--- config.mk ---
export PLATFORM = sky130hd
export DESIGN_NAME = control_sequencer
export DESIGN_NICKNAME = d
export VERILOG_FILES = /design/src/rtl/control_sequencer_pkg.sv /design/src/rtl/control_sequencer_decode.sv /design/src/rtl/control_sequencer.sv
export SDC_FILE = /design/constraint.sdc
export NUM_CORES = 1
export LEC_CHECK = 0
export CAP_MARGIN = 40
export CORE_ASPECT_RATIO = 0.5
export CORE_MARGIN = 3
export CORE_UTILIZATION = 25
export CTS_CLUSTER_SIZE = 40
export DETAILED_ROUTE_END_ITERATION = 12
export PLACE_DENSITY = 0.55
export SLEW_MARGIN = 25
export SYNTH_ARGS = -nofsm -noshare
export SYNTH_HDL_FRONTEND = slang
export SYNTH_SLANG_ARGS = --single-unit
export TNS_END_PERCENT = 10
--- constraint.sdc ---
create_clock -name clock -period 7.8 [get_ports clock]
set_clock_uncertainty 0.15 [all_clocks]
set_input_delay 1.56 -clock clock [delete_from_list [all_inputs] [get_ports clock]]
set_output_delay 1.56 -clock clock [all_outputs]
set_load 0.1 [all_outputs]
--- src/rtl/control_sequencer_pkg.sv ---
// Shared constants and types for the control sequencer: opcodes, ALU function
// selects, status flag positions, FSM states and the decoded control word.
package control_pkg;

    // R-format / D-format 11-bit opcodes, ir[31:21]
    localparam logic [10:0] OP_ADD  = 11'b10001011000;
    localparam logic [10:0] OP_SUB  = 11'b11001011000;
    localparam logic [10:0] OP_AND  = 11'b10001010000;
    localparam logic [10:0] OP_ORR  = 11'b10101010000;
    localparam logic [10:0] OP_STUR = 11'b11111000000;
    localparam logic [10:0] OP_LDUR = 11'b11111000010;
    // I-format 10-bit opcodes, ir[31:22]
    localparam logic [9:0]  OP_ADDI = 10'b1001000100;
    localparam logic [9:0]  OP_SUBI = 10'b1101000100;
    // CB-format 8-bit opcodes, ir[31:24]
    localparam logic [7:0]  OP_CBZ  = 8'b10110100;
    localparam logic [7:0]  OP_CBNZ = 8'b10110101;
    // B-format 6-bit opcode, ir[31:26]
    localparam logic [5:0]  OP_B    = 6'b000101;

    localparam logic [4:0]  FS_AND  = 5'b00000;
    localparam logic [4:0]  FS_ORR  = 5'b00100;
    localparam logic [4:0]  FS_ADD  = 5'b01000;
    localparam logic [4:0]  FS_SUB  = 5'b01001;

    // status = {V,C,N,Z}
    localparam int ST_Z = 0;
    localparam int ST_N = 1;
    localparam int ST_C = 2;
    localparam int ST_V = 3;

    typedef enum logic [1:0] {S_FETCH, S_EXEC, S_MEM, S_HALT} state_t;

    typedef enum logic [2:0] {
        C_ALU, C_STORE, C_LOAD, C_B, C_CBZ, C_CBNZ, C_HALT, C_ILL
    } iclass_t;

    typedef struct packed {
        logic [4:0]  da;
        logic [4:0]  sa;
        logic [4:0]  sb;
        logic [63:0] k;
        logic        bs;
        logic [4:0]  fs;
        logic        regw;
        logic        ramw;
        logic        selen;
    } ctrl_t;

endpackage

--- src/rtl/control_sequencer_decode.sv ---
// Combinational instruction decoder: ir -> control word, instruction class and
// pre-scaled, sign-extended branch offset. Carries no state.
module instr_decode
    import control_pkg::*;
#(
    parameter int PC_W = 64
) (
    input  logic [31:0]     ir,
    output ctrl_t           ctrl,
    output iclass_t         cls,
    output logic [PC_W-1:0] br_off
);

    // Decode by opcode width; the all-zero word is checked first as HALT.
    always_comb begin
        ctrl   = '0;
        cls    = C_ILL;
        br_off = '0;
        if (ir == 32'h0000_0000) begin
            cls = C_HALT;
        end else if (ir[31:21] == OP_ADD || ir[31:21] == OP_SUB ||
                     ir[31:21] == OP_AND || ir[31:21] == OP_ORR) begin
            cls        = C_ALU;
            ctrl.da    = ir[4:0];
            ctrl.sa    = ir[9:5];
            ctrl.sb    = ir[20:16];
            ctrl.regw  = 1'b1;
            ctrl.selen = 1'b1;
            case (ir[31:21])
                OP_ADD:  ctrl.fs = FS_ADD;
                OP_SUB:  ctrl.fs = FS_SUB;
                OP_AND:  ctrl.fs = FS_AND;
                default: ctrl.fs = FS_ORR;
            endcase
        end else if (ir[31:22] == OP_ADDI || ir[31:22] == OP_SUBI) begin
            cls        = C_ALU;
            ctrl.da    = ir[4:0];
            ctrl.sa    = ir[9:5];
            ctrl.k     = {52'd0, ir[21:10]};
            ctrl.bs    = 1'b1;
            ctrl.fs    = (ir[31:22] == OP_ADDI) ? FS_ADD : FS_SUB;
            ctrl.regw  = 1'b1;
            ctrl.selen = 1'b1;
        end else if (ir[31:21] == OP_STUR || ir[31:21] == OP_LDUR) begin
            // Address generation Rn + sext(imm9) is shared by load and store.
            // DA carries Rt for the load so the MEM write-back can reuse it.
            cls       = (ir[31:21] == OP_STUR) ? C_STORE : C_LOAD;
            ctrl.sa   = ir[9:5];
            ctrl.sb   = ir[4:0];
            ctrl.k    = {{55{ir[20]}}, ir[20:12]};
            ctrl.bs   = 1'b1;
            ctrl.fs   = FS_ADD;
            ctrl.ramw = (ir[31:21] == OP_STUR);
            ctrl.da   = (ir[31:21] == OP_LDUR) ? ir[4:0] : 5'd0;
        end else if (ir[31:26] == OP_B) begin
            cls    = C_B;
            br_off = {{(PC_W-28){ir[25]}}, ir[25:0], 2'b00};
        end else if (ir[31:24] == OP_CBZ || ir[31:24] == OP_CBNZ) begin
            // Rt + 0 through the ALU so Z reflects the tested register.
            cls     = (ir[31:24] == OP_CBZ) ? C_CBZ : C_CBNZ;
            ctrl.sa = ir[4:0];
            ctrl.bs = 1'b1;
            ctrl.fs = FS_ADD;
            br_off  = {{(PC_W-21){ir[23]}}, ir[23:5], 2'b00};
        end
    end

endmodule

--- src/rtl/control_sequencer.sv ---
// Multi-cycle FETCH/EXEC/MEM/HALT sequencer. Owns pc, ir, state and the sticky
// illegal flag; gates the decoded control word by state so write enables only
// appear in EXEC/MEM.
module control_sequencer
    import control_pkg::*;
#(
    parameter int PC_W = 64
) (
    input  logic            clock,
    input  logic            reset,
    input  logic [31:0]     instr,
    input  logic [3:0]      status,
    output logic [PC_W-1:0] pc,
    output logic [4:0]      DA,
    output logic [4:0]      SA,
    output logic [4:0]      SB,
    output logic [63:0]     K,
    output logic            BS,
    output logic [4:0]      FS,
    output logic            regW,
    output logic            ramW,
    output logic            selEN,
    output logic            halted,
    output logic            illegal
);

    localparam logic [PC_W-1:0] PC_STEP = PC_W'(4);

    state_t          state;
    logic [31:0]     ir;
    ctrl_t           dec;
    iclass_t         cls;
    logic [PC_W-1:0] br_off;
    ctrl_t           ctrl;

    instr_decode #(.PC_W(PC_W)) u_dec (
        .ir     (ir),
        .ctrl   (dec),
        .cls    (cls),
        .br_off (br_off)
    );

    // State, pc, ir and illegal update; branches resolve on status this cycle.
    always_ff @(posedge clock or posedge reset) begin
        if (reset) begin
            state   <= S_FETCH;
            pc      <= '0;
            ir      <= '0;
            illegal <= 1'b0;
        end else begin
            case (state)
                S_FETCH: begin
                    ir    <= instr;
                    state <= S_EXEC;
                end
                S_EXEC: begin
                    state <= S_FETCH;
                    case (cls)
                        C_LOAD: state <= S_MEM;
                        C_HALT: state <= S_HALT;
                        C_B:    pc    <= pc + br_off;
                        C_CBZ:  pc    <= pc + (status[ST_Z] ? br_off : PC_STEP);
                        C_CBNZ: pc    <= pc + (status[ST_Z] ? PC_STEP : br_off);
                        C_ILL: begin
                            illegal <= 1'b1;
                            pc      <= pc + PC_STEP;
                        end
                        default: pc <= pc + PC_STEP;
                    endcase
                end
                S_MEM: begin
                    pc    <= pc + PC_STEP;
                    state <= S_FETCH;
                end
                default: state <= S_HALT;
            endcase
        end
    end

    // Control word is live only in EXEC and MEM; MEM turns the load into a
    // RAM-sourced register write while keeping the address path steady.
    always_comb begin
        ctrl = '0;
        case (state)
            S_EXEC: ctrl = dec;
            S_MEM: begin
                ctrl       = dec;
                ctrl.regw  = 1'b1;
                ctrl.ramw  = 1'b0;
                ctrl.selen = 1'b0;
            end
            default: ctrl = '0;
        endcase
    end

    assign DA     = ctrl.da;
    assign SA     = ctrl.sa;
    assign SB     = ctrl.sb;
    assign K      = ctrl.k;
    assign BS     = ctrl.bs;
    assign FS     = ctrl.fs;
    assign regW   = ctrl.regw;
    assign ramW   = ctrl.ramw;
    assign selEN  = ctrl.selen;
    assign halted = (state == S_HALT);

endmodule

# [Yosys cells after proc, flatten, opt, wreduce, memory -nomap -nowiden]
# Index checks and enable logic that the tools add are counted.
# Widths: inputs -> output; s select.
[totals] wordCells=85 in_bits=38 output_inout_bits=154 reg_bits=99
[classes] add_sub_neg=4 n_mux=44 n_reduce_logical=12 eq_ne=21
[ops] op="$mux 64" n=8
[ops] op="$pmux 64 s4" n=1
[ops] op="$add 64x64->64" n=3
[ops] op="$pmux 88 s2" n=1
[ops] op="$pmux 64 s2" n=1
[ops] op="$mux 88" n=1
[ops] op="$mux 70" n=1
[ops] op="$mux 69" n=1
[ops] op="$eq 11x11->1 const B" n=6
[ops] op="$mux 65" n=1
[ops] op="$add 64x3->64 const B" n=1
[ops] op="$logic_not 32->1" n=1
[ops] op="$mux 5" n=6
[ops] op="$mux 6" n=4
[ops] op="$eq 10x10->1 const B" n=2
[ops] op="$mux 3" n=6
[ops] op="$eq 8x8->1 const B" n=2
[ops] op="$mux 15" n=1
[ops] op="$eq 3x3->1 const B" n=4
[ops] op="$pmux 4 s3" n=1
[ops] op="$mux 10" n=1
[ops] op="$mux 1" n=7
[ops] op="$eq 3x2->1 const B" n=2
[ops] op="$eq 6x3->1 const B" n=1
[ops] op="11 further kinds" n=18

# [Depth between registers and ports, before layout]
[logic_depth] ltp_word=12 ltp_mapped=25 mapped_depth_nobuf=25

# [By module]
# A second synthesis with hierarchy kept.
[unflattened] hier_cells=1573 hier_area_um2=11848.9
[modules_own_cells] mod="control_sequencer" instances=1 cells_per_inst=1362 area_per_inst_um2=10352.4 seq_area_each_um2=2477.4
[modules_own_cells] mod="instr_decode" instances=1 cells_per_inst=211 area_per_inst_um2=1496.4 seq_area_each_um2=0.0

# [Worst setup path before layout]
# Ideal clock, no wire load.
[synth_path] kind="register to output" start="register ir[21]" end="output port K[13]" path_slack_ps=-675 stages_incl_launch_ff=8 arrival_time_ps=6765 n_path_buf=1 cell_sequence="dfrtp_1 -> nor2_1 -> and2_1 -> nand4bb_1 -> nor2_1 -> inv_1 -> nor3_1 -> buf_4"
[synth_between] elab_chain_len=7 elab_cells_between_ends=16 classes_between="eq/ne: 6; mux: 5; reduce/logical: 5"
[synth_lines] element="start, declared" line="control_sequencer.sv:30" source="logic [31:0] ir;"
[synth_lines] element="start signal, assigned" line="control_sequencer.sv:53" source="ir <= instr;"
[synth_lines] element="$eq 11x11->1, on equally long branches" line="control_sequencer_decode.sv:44, control_sequencer_decode.sv:21"
[synth_lines] element="$logic_or 1x1->1, on equally long branches" line="control_sequencer_decode.sv:44, control_sequencer_decode.sv:21"
[synth_lines] element="$mux 69 / $logic_or 1x1->1 (equally long branches)" line="control_sequencer_decode.sv:44, control_sequencer_decode.sv:21"
[synth_lines] element="$mux 70 / $logic_or 1x1->1 (equally long branches)" line="control_sequencer_decode.sv:35, control_sequencer_decode.sv:22"
[synth_lines] element="$mux 65" line="control_sequencer_decode.sv:21" source="end else if (ir[31:21] == OP_ADD || ir[31:21] == OP_SUB ||"
[synth_lines] element="$mux 88 *" line="control_sequencer_decode.sv:19" source="if (ir == 32'h0000_0000) begin"
[synth_lines] element="$pmux 88 s2 *" line="control_sequencer.sv:84" source="case (state)"
[synth_lines] element="end, declared" line="control_sequencer.sv:17" source="output logic [63:0] K,"
# Mark *: on every way between the ends. The rest lies on a longest branch, timed or not.

# [Final worst setup path]
[layout_path] start="register ir[22]" end="register pc[63]"
[layout_between] elab_chain_len=10 elab_cells_between_ends=40 classes_between="add/sub: 3; eq/ne: 14; mux: 15; reduce/logical: 8"
[layout_lines] element="$eq 11x11->1 (tied with other cells)" line="control_sequencer_decode.sv:44, control_sequencer_decode.sv:47"
[layout_lines] element="$logic_or 1x1->1 (tied with other cells)" line="control_sequencer_decode.sv:44" source="end else if (ir[31:21] == OP_STUR || ir[31:21] == OP_LDUR) begin"
[layout_lines] element="$mux 64 (tied with other cells)" line="control_sequencer_decode.sv:44"
[layout_lines] element="$mux 64 (tied with other cells)" line="control_sequencer_decode.sv:35" source="end else if (ir[31:22] == OP_ADDI || ir[31:22] == OP_SUBI) begin"
[layout_lines] element="$mux 64 / $mux 3 (equally long branches)" line="control_sequencer_decode.sv:21"
[layout_lines] element="$mux 64 / $mux 3 (equally long branches)" line="control_sequencer_decode.sv:19"
[layout_lines] element="$mux 64 (tied with other cells)" line="control_sequencer.sv:63" source="C_CBNZ: pc <= pc + (status[ST_Z] ? PC_STEP : br_off);"
[layout_lines] element="$add 64x64->64 (tied with other cells)" line="control_sequencer.sv:63"
[layout_lines] element="$pmux 64 s4 / $ne 2x2->1 (equally long branches)"
[layout_lines] element="$pmux 64 s2 / $reduce_and 2->1 (equally long branches)"
[layout_lines] element="end signal, assigned" line="control_sequencer.sv:61" source="C_B: pc <= pc + br_off;"
[layout_lines] element="end signal, assigned" line="control_sequencer.sv:62" source="C_CBZ: pc <= pc + (status[ST_Z] ? br_off : PC_STEP);"
[layout_lines] element="end signal, assigned" line="control_sequencer.sv:63"
[layout_lines] element="end, declared" line="control_sequencer.sv:13" source="output logic [PC_W-1:0] pc,"
# Parallel ways exist; a longest one is shown, timed or not.
# A chain may end at the register's enable or synchronous reset.

==> Flow_metrics.wiki <==
{| class="wikitable"
! Metric !! Value
|-
| Post-route DRC violation count || 0
|-
| Cell Area, Synth || about 10000 sq um
|-
| Final instance area || 14700 sq um
|-
| Quantity of gates resized following cts || 0
|-
| Clock Path Buffers || 2
|-
| Cell area power density || roughly 340 nW/um^2
|-
| Top-level port count || 192
|-
| Hold_sp || illegal
|-
| MaxCap Viol Count || 0
|-
| Crit share post-route || approximately 81%
|-
| Origin of the worst setup path || ir[22]
|-
| Hold Crit Class || reg2reg
|-
| Max VDD drop || roughly 200 uV
|-
| Met1 demand-to-capacity share in global routing || 22.7%
|-
| Final estimated routing congestion in global placement || between 0.8 and 0.9
|-
| Total area of multi-input combinational cells || 6700 sq um
|-
| Startpoint Class || register
|-
| Die Area || approximately 42000 sq um
|-
| Chip Height || around 150 microns
|-
| # placed instances || slightly above 2000
|-
| Post-route setup slack || about 1500 ps
|-
| Share of the yosys chip area belonging to registers || between 20% and 30%
|-
| Largest driver fanout on the critical path || 25
|-
| Synthesis-to-finish area growth || 48.9%
|-
| Die width || 287 microns
|-
| Antenna violations before repair || 1
|-
| LEAKAGE || approximately 6.5 nW
|-
| Via-to-Cell Ratio || between 5 and 6
|-
| Total of buffers placed on input and output ports || 184
|-
| Maximum number of pins on one net before global-route repair || 95
|-
| Synthesis Warnings || 0
|-
| Grt met3 use || 2.45%
|-
| Fin nets || ~1600
|-
| Starting utilization of the core area || about 26%
|-
| Number of hold violations in the final report || 0
|-
| Drt wl/cell || 17.5 microns
|-
| Aggregate routed wire length || 36000 microns
|-
| Maximum achievable frequency || approximately 160 MHz
|-
| CTS sink count || between 90 and 100
|-
| Share of synthesized registers carrying an async set or reset || 100%
|-
| Placed Instance Area || around 14000 sq um
|-
| Total iterations of the first detailed-routing run || 5
|-
| DP Wirelength || 27300 microns
|-
| Filler cell count in the final layout || around 3800
|-
| Clock transition at the register clock pins on the worst setup and hold paths after CTS || 80 ps
|-
| Total routing resource utilization after global routing || 17.0%
|-
| Vias in the first global route || 10167
|-
| Number of setup violations in the final report || 0
|-
| Total negative setup slack || 0 ps
|-
| Worst Setup End Kind || register
|-
| Global-route met2 utilization || around 28%
|-
| FF+latch count, synth || between 90 and 100
|-
| Post-synthesis area per instance || 7.65 sq um
|-
| Distinct cells, synth || 78
|-
| Max-slew headroom || between 40% and 50%
|-
| Dominant synthesized flop cell || sky130_fd_sc_hd__dfrtp_1
|-
| Sequential cell area in the final layout || around 2400 sq um
|-
| Wire length of the first global-routing pass || between 50000 and 60000 microns
|-
| Fraction of layout cells with a size suffix above 1 || between 10% and 20%
|-
| Critical Path RT || around 8000 ps
|-
| Slew of the pin with the lowest slew margin || 780 ps
|-
| CP Class || reg2reg
|-
| Number of enable flip-flop cells after synthesis || 0
|-
| Setup repair after global routing missed its margin || no
|-
| Number of DRC violations after detailed-routing iteration 0 || between 700 and 800
|-
| GRT overflow || 0
|-
| Post-Layout Cell Count || between 2000 and 2500
|-
| Number of instances in the synthesized netlist || 1295
|-
| Arrival time of data at the critical path endpoint || roughly 6500 ps
|-
| Total number of vias || a little over 10000
|-
| CTS tree || done
|-
| Number of routed nets with antenna violations || 0
|-
| Final Power || 4.98 mW
|-
| Area of the core || ~38000 sq um
|-
| Tmin final || approximately 6300 ps
|-
| Total of hold buffers inserted after clock tree synthesis || 0
|-
| CTS buffer count || 9
|-
| Outcome || completed
|-
| Setup slack at placement || 1340 ps
|-
| Clock latency of the later-clocked register in the worst-skew pair || approximately 380 ps
|-
| Library cell used as clock root buffer || sky130_fd_sc_hd__clkbuf_16
|-
| H-tree Lvls || 3
|-
| Count of final max-slew check failures || 0
|-
| Site row count || 50
|-
| Buffers inserted by post-CTS timing repair || 0
|-
| Worst reg2reg path startpoint || ir[22]
|-
| GR peak layer || met2
|}
## synth_stat cells, types with 18 or more instances
library cell,n,area (sq um)
sky130_fd_sc_hd__nand3_1,51,255
sky130_fd_sc_hd__a21o_1,54,405
sky130_fd_sc_hd__inv_1,24,90.1
sky130_fd_sc_hd__ha_1,66,826
sky130_fd_sc_hd__o21ai_0,79,395
sky130_fd_sc_hd__xor2_1,25,219
sky130_fd_sc_hd__a22oi_1,33,248
sky130_fd_sc_hd__and3_1,18,113
sky130_fd_sc_hd__xnor2_1,29,254
sky130_fd_sc_hd__nor3_1,31,155
sky130_fd_sc_hd__clkbuf_1,58,218
sky130_fd_sc_hd__dfrtp_1,97,2430
sky130_fd_sc_hd__nand2_1,117,439
sky130_fd_sc_hd__a21oi_1,165,826
sky130_fd_sc_hd__buf_4,55,413
sky130_fd_sc_hd__nor2_1,126,473
sky130_fd_sc_hd__mux2_2,34,383
sky130_fd_sc_hd__nand4_1,32,200
## layout by cell type, fill, tap and decap left out, types with 23 or more instances in the layout
cell | netlist | layout
sky130_fd_sc_hd__a21o_1 | 54 | 54
sky130_fd_sc_hd__a21oi_1 | 165 | 164
sky130_fd_sc_hd__a22oi_1 | 33 | 33
sky130_fd_sc_hd__buf_16 | 0 | 27
sky130_fd_sc_hd__buf_8 | 0 | 123
sky130_fd_sc_hd__clkdlybuf4s50_1 | 0 | 184
sky130_fd_sc_hd__dfrtp_1 | 97 | 97
sky130_fd_sc_hd__ha_1 | 66 | 66
sky130_fd_sc_hd__inv_1 | 24 | 23
sky130_fd_sc_hd__mux2_2 | 34 | 34
sky130_fd_sc_hd__nand2_1 | 117 | 117
sky130_fd_sc_hd__nand3_1 | 51 | 51
sky130_fd_sc_hd__nand4_1 | 32 | 32
sky130_fd_sc_hd__nor2_1 | 126 | 123
sky130_fd_sc_hd__nor3_1 | 31 | 29
sky130_fd_sc_hd__o21ai_0 | 79 | 79
sky130_fd_sc_hd__xnor2_1 | 29 | 29
sky130_fd_sc_hd__xor2_1 | 25 | 25
## kinds of logic (layout without fill, tap and decap cells)
logic type | Yosys count | in the layout | share of synthesized area [%]
flip-flops | 97 | 97 | 24.5
adder cells (fa/ha/maj) | 67 | 67 | 8.54
other | 1 | 5 | 0.0379
buffers and inverters | 151 | 391 | 8.35
multiplexers | 42 | 42 | 4.68
AND/OR/NAND/NOR | 457 | 457 | 22.4
XOR/XNOR | 54 | 54 | 4.78
AO/OA/AOI/OAI | 426 | 426 | 26.7
## cell type report
| type | count | share of cell area [%] |
|---|---|---|
| tap | 520 | 4.41 |
| inverter | 24 | 0.628 |
| antenna | 1 | 0.0170 |
| clock buffer | 13 | 1.70 |
| sequential | 97 | 16.5 |
| multi-input combinational | 1050 | 45.5 |
| clock inverter | 3 | 0.272 |
| timing repair buffer | 351 | 31.1 |
## routing by layer
layer,vias up,part of all wire [%]
li1,5159,-
met1,4908,46
met2,229,48
met3,43,3.4
met4,0,2.2
met5,-,0
## critical path: stages, from the launching register on
cell and delay (ps):
sky130_fd_sc_hd__dfrtp_1 450, sky130_fd_sc_hd__or2_2 340, sky130_fd_sc_hd__nor3b_1 280, sky130_fd_sc_hd__nand4b_1 180, sky130_fd_sc_hd__nor2_1 160, sky130_fd_sc_hd__o21a_1 270
sky130_fd_sc_hd__nor2_1 150, sky130_fd_sc_hd__nand2_1 210, sky130_fd_sc_hd__a211o_1 630, sky130_fd_sc_hd__nor2_1 160, sky130_fd_sc_hd__ha_1 380, sky130_fd_sc_hd__a21oi_1 230
sky130_fd_sc_hd__nand2_1 90, sky130_fd_sc_hd__a221oi_1 430, sky130_fd_sc_hd__a31oi_2 240, sky130_fd_sc_hd__a211oi_2 430, sky130_fd_sc_hd__nor4b_2 150, sky130_fd_sc_hd__or4b_1 550
sky130_fd_sc_hd__nand3_2 150, sky130_fd_sc_hd__o21ai_2 80, sky130_fd_sc_hd__xnor2_1 120, sky130_fd_sc_hd__o22ai_1 190, sky130_fd_sc_hd__xor2_1 200
## power by group
group | switching (mW) | internal (mW) | total [mW]
Combinational | 2.14 | 1.33 | 3.47
Clock | 0.219 | 0.257 | 0.477
Sequential | 0.355 | 0.685 | 1.04
Total | 2.71 | 2.27 | 4.98
## worst paths after layout
check                      endpoint  slack [ps]  cells past startpoint
hold reg to reg             illegal         370                      1
hold / removal              illegal         370                      1
max in group asynchronous    pc[37]        4840                      3
setup reg to reg             pc[63]        1480                     22
min in group asynchronous    ir[26]        1470                      2
setup / recovery             pc[63]        1480                     22
## sequential cells by signal, indices dropped and copies added (netlist names)
register  flops
pc           62
illegal       1
ir           32
state         2
## metrics by stage
| step | hold slack, ps | utilization [%] |
|---|---|---|
| CTS | 376 | 38.5 |
| finish | 374 | 38.6 |
| detailed placement | 348 | 37.7 |
| floorplan | 374 | - |
| global route | 392 | 38.6 |
| global placement | 322 | 30.9 |
Power figures use the tool's default switching activity.
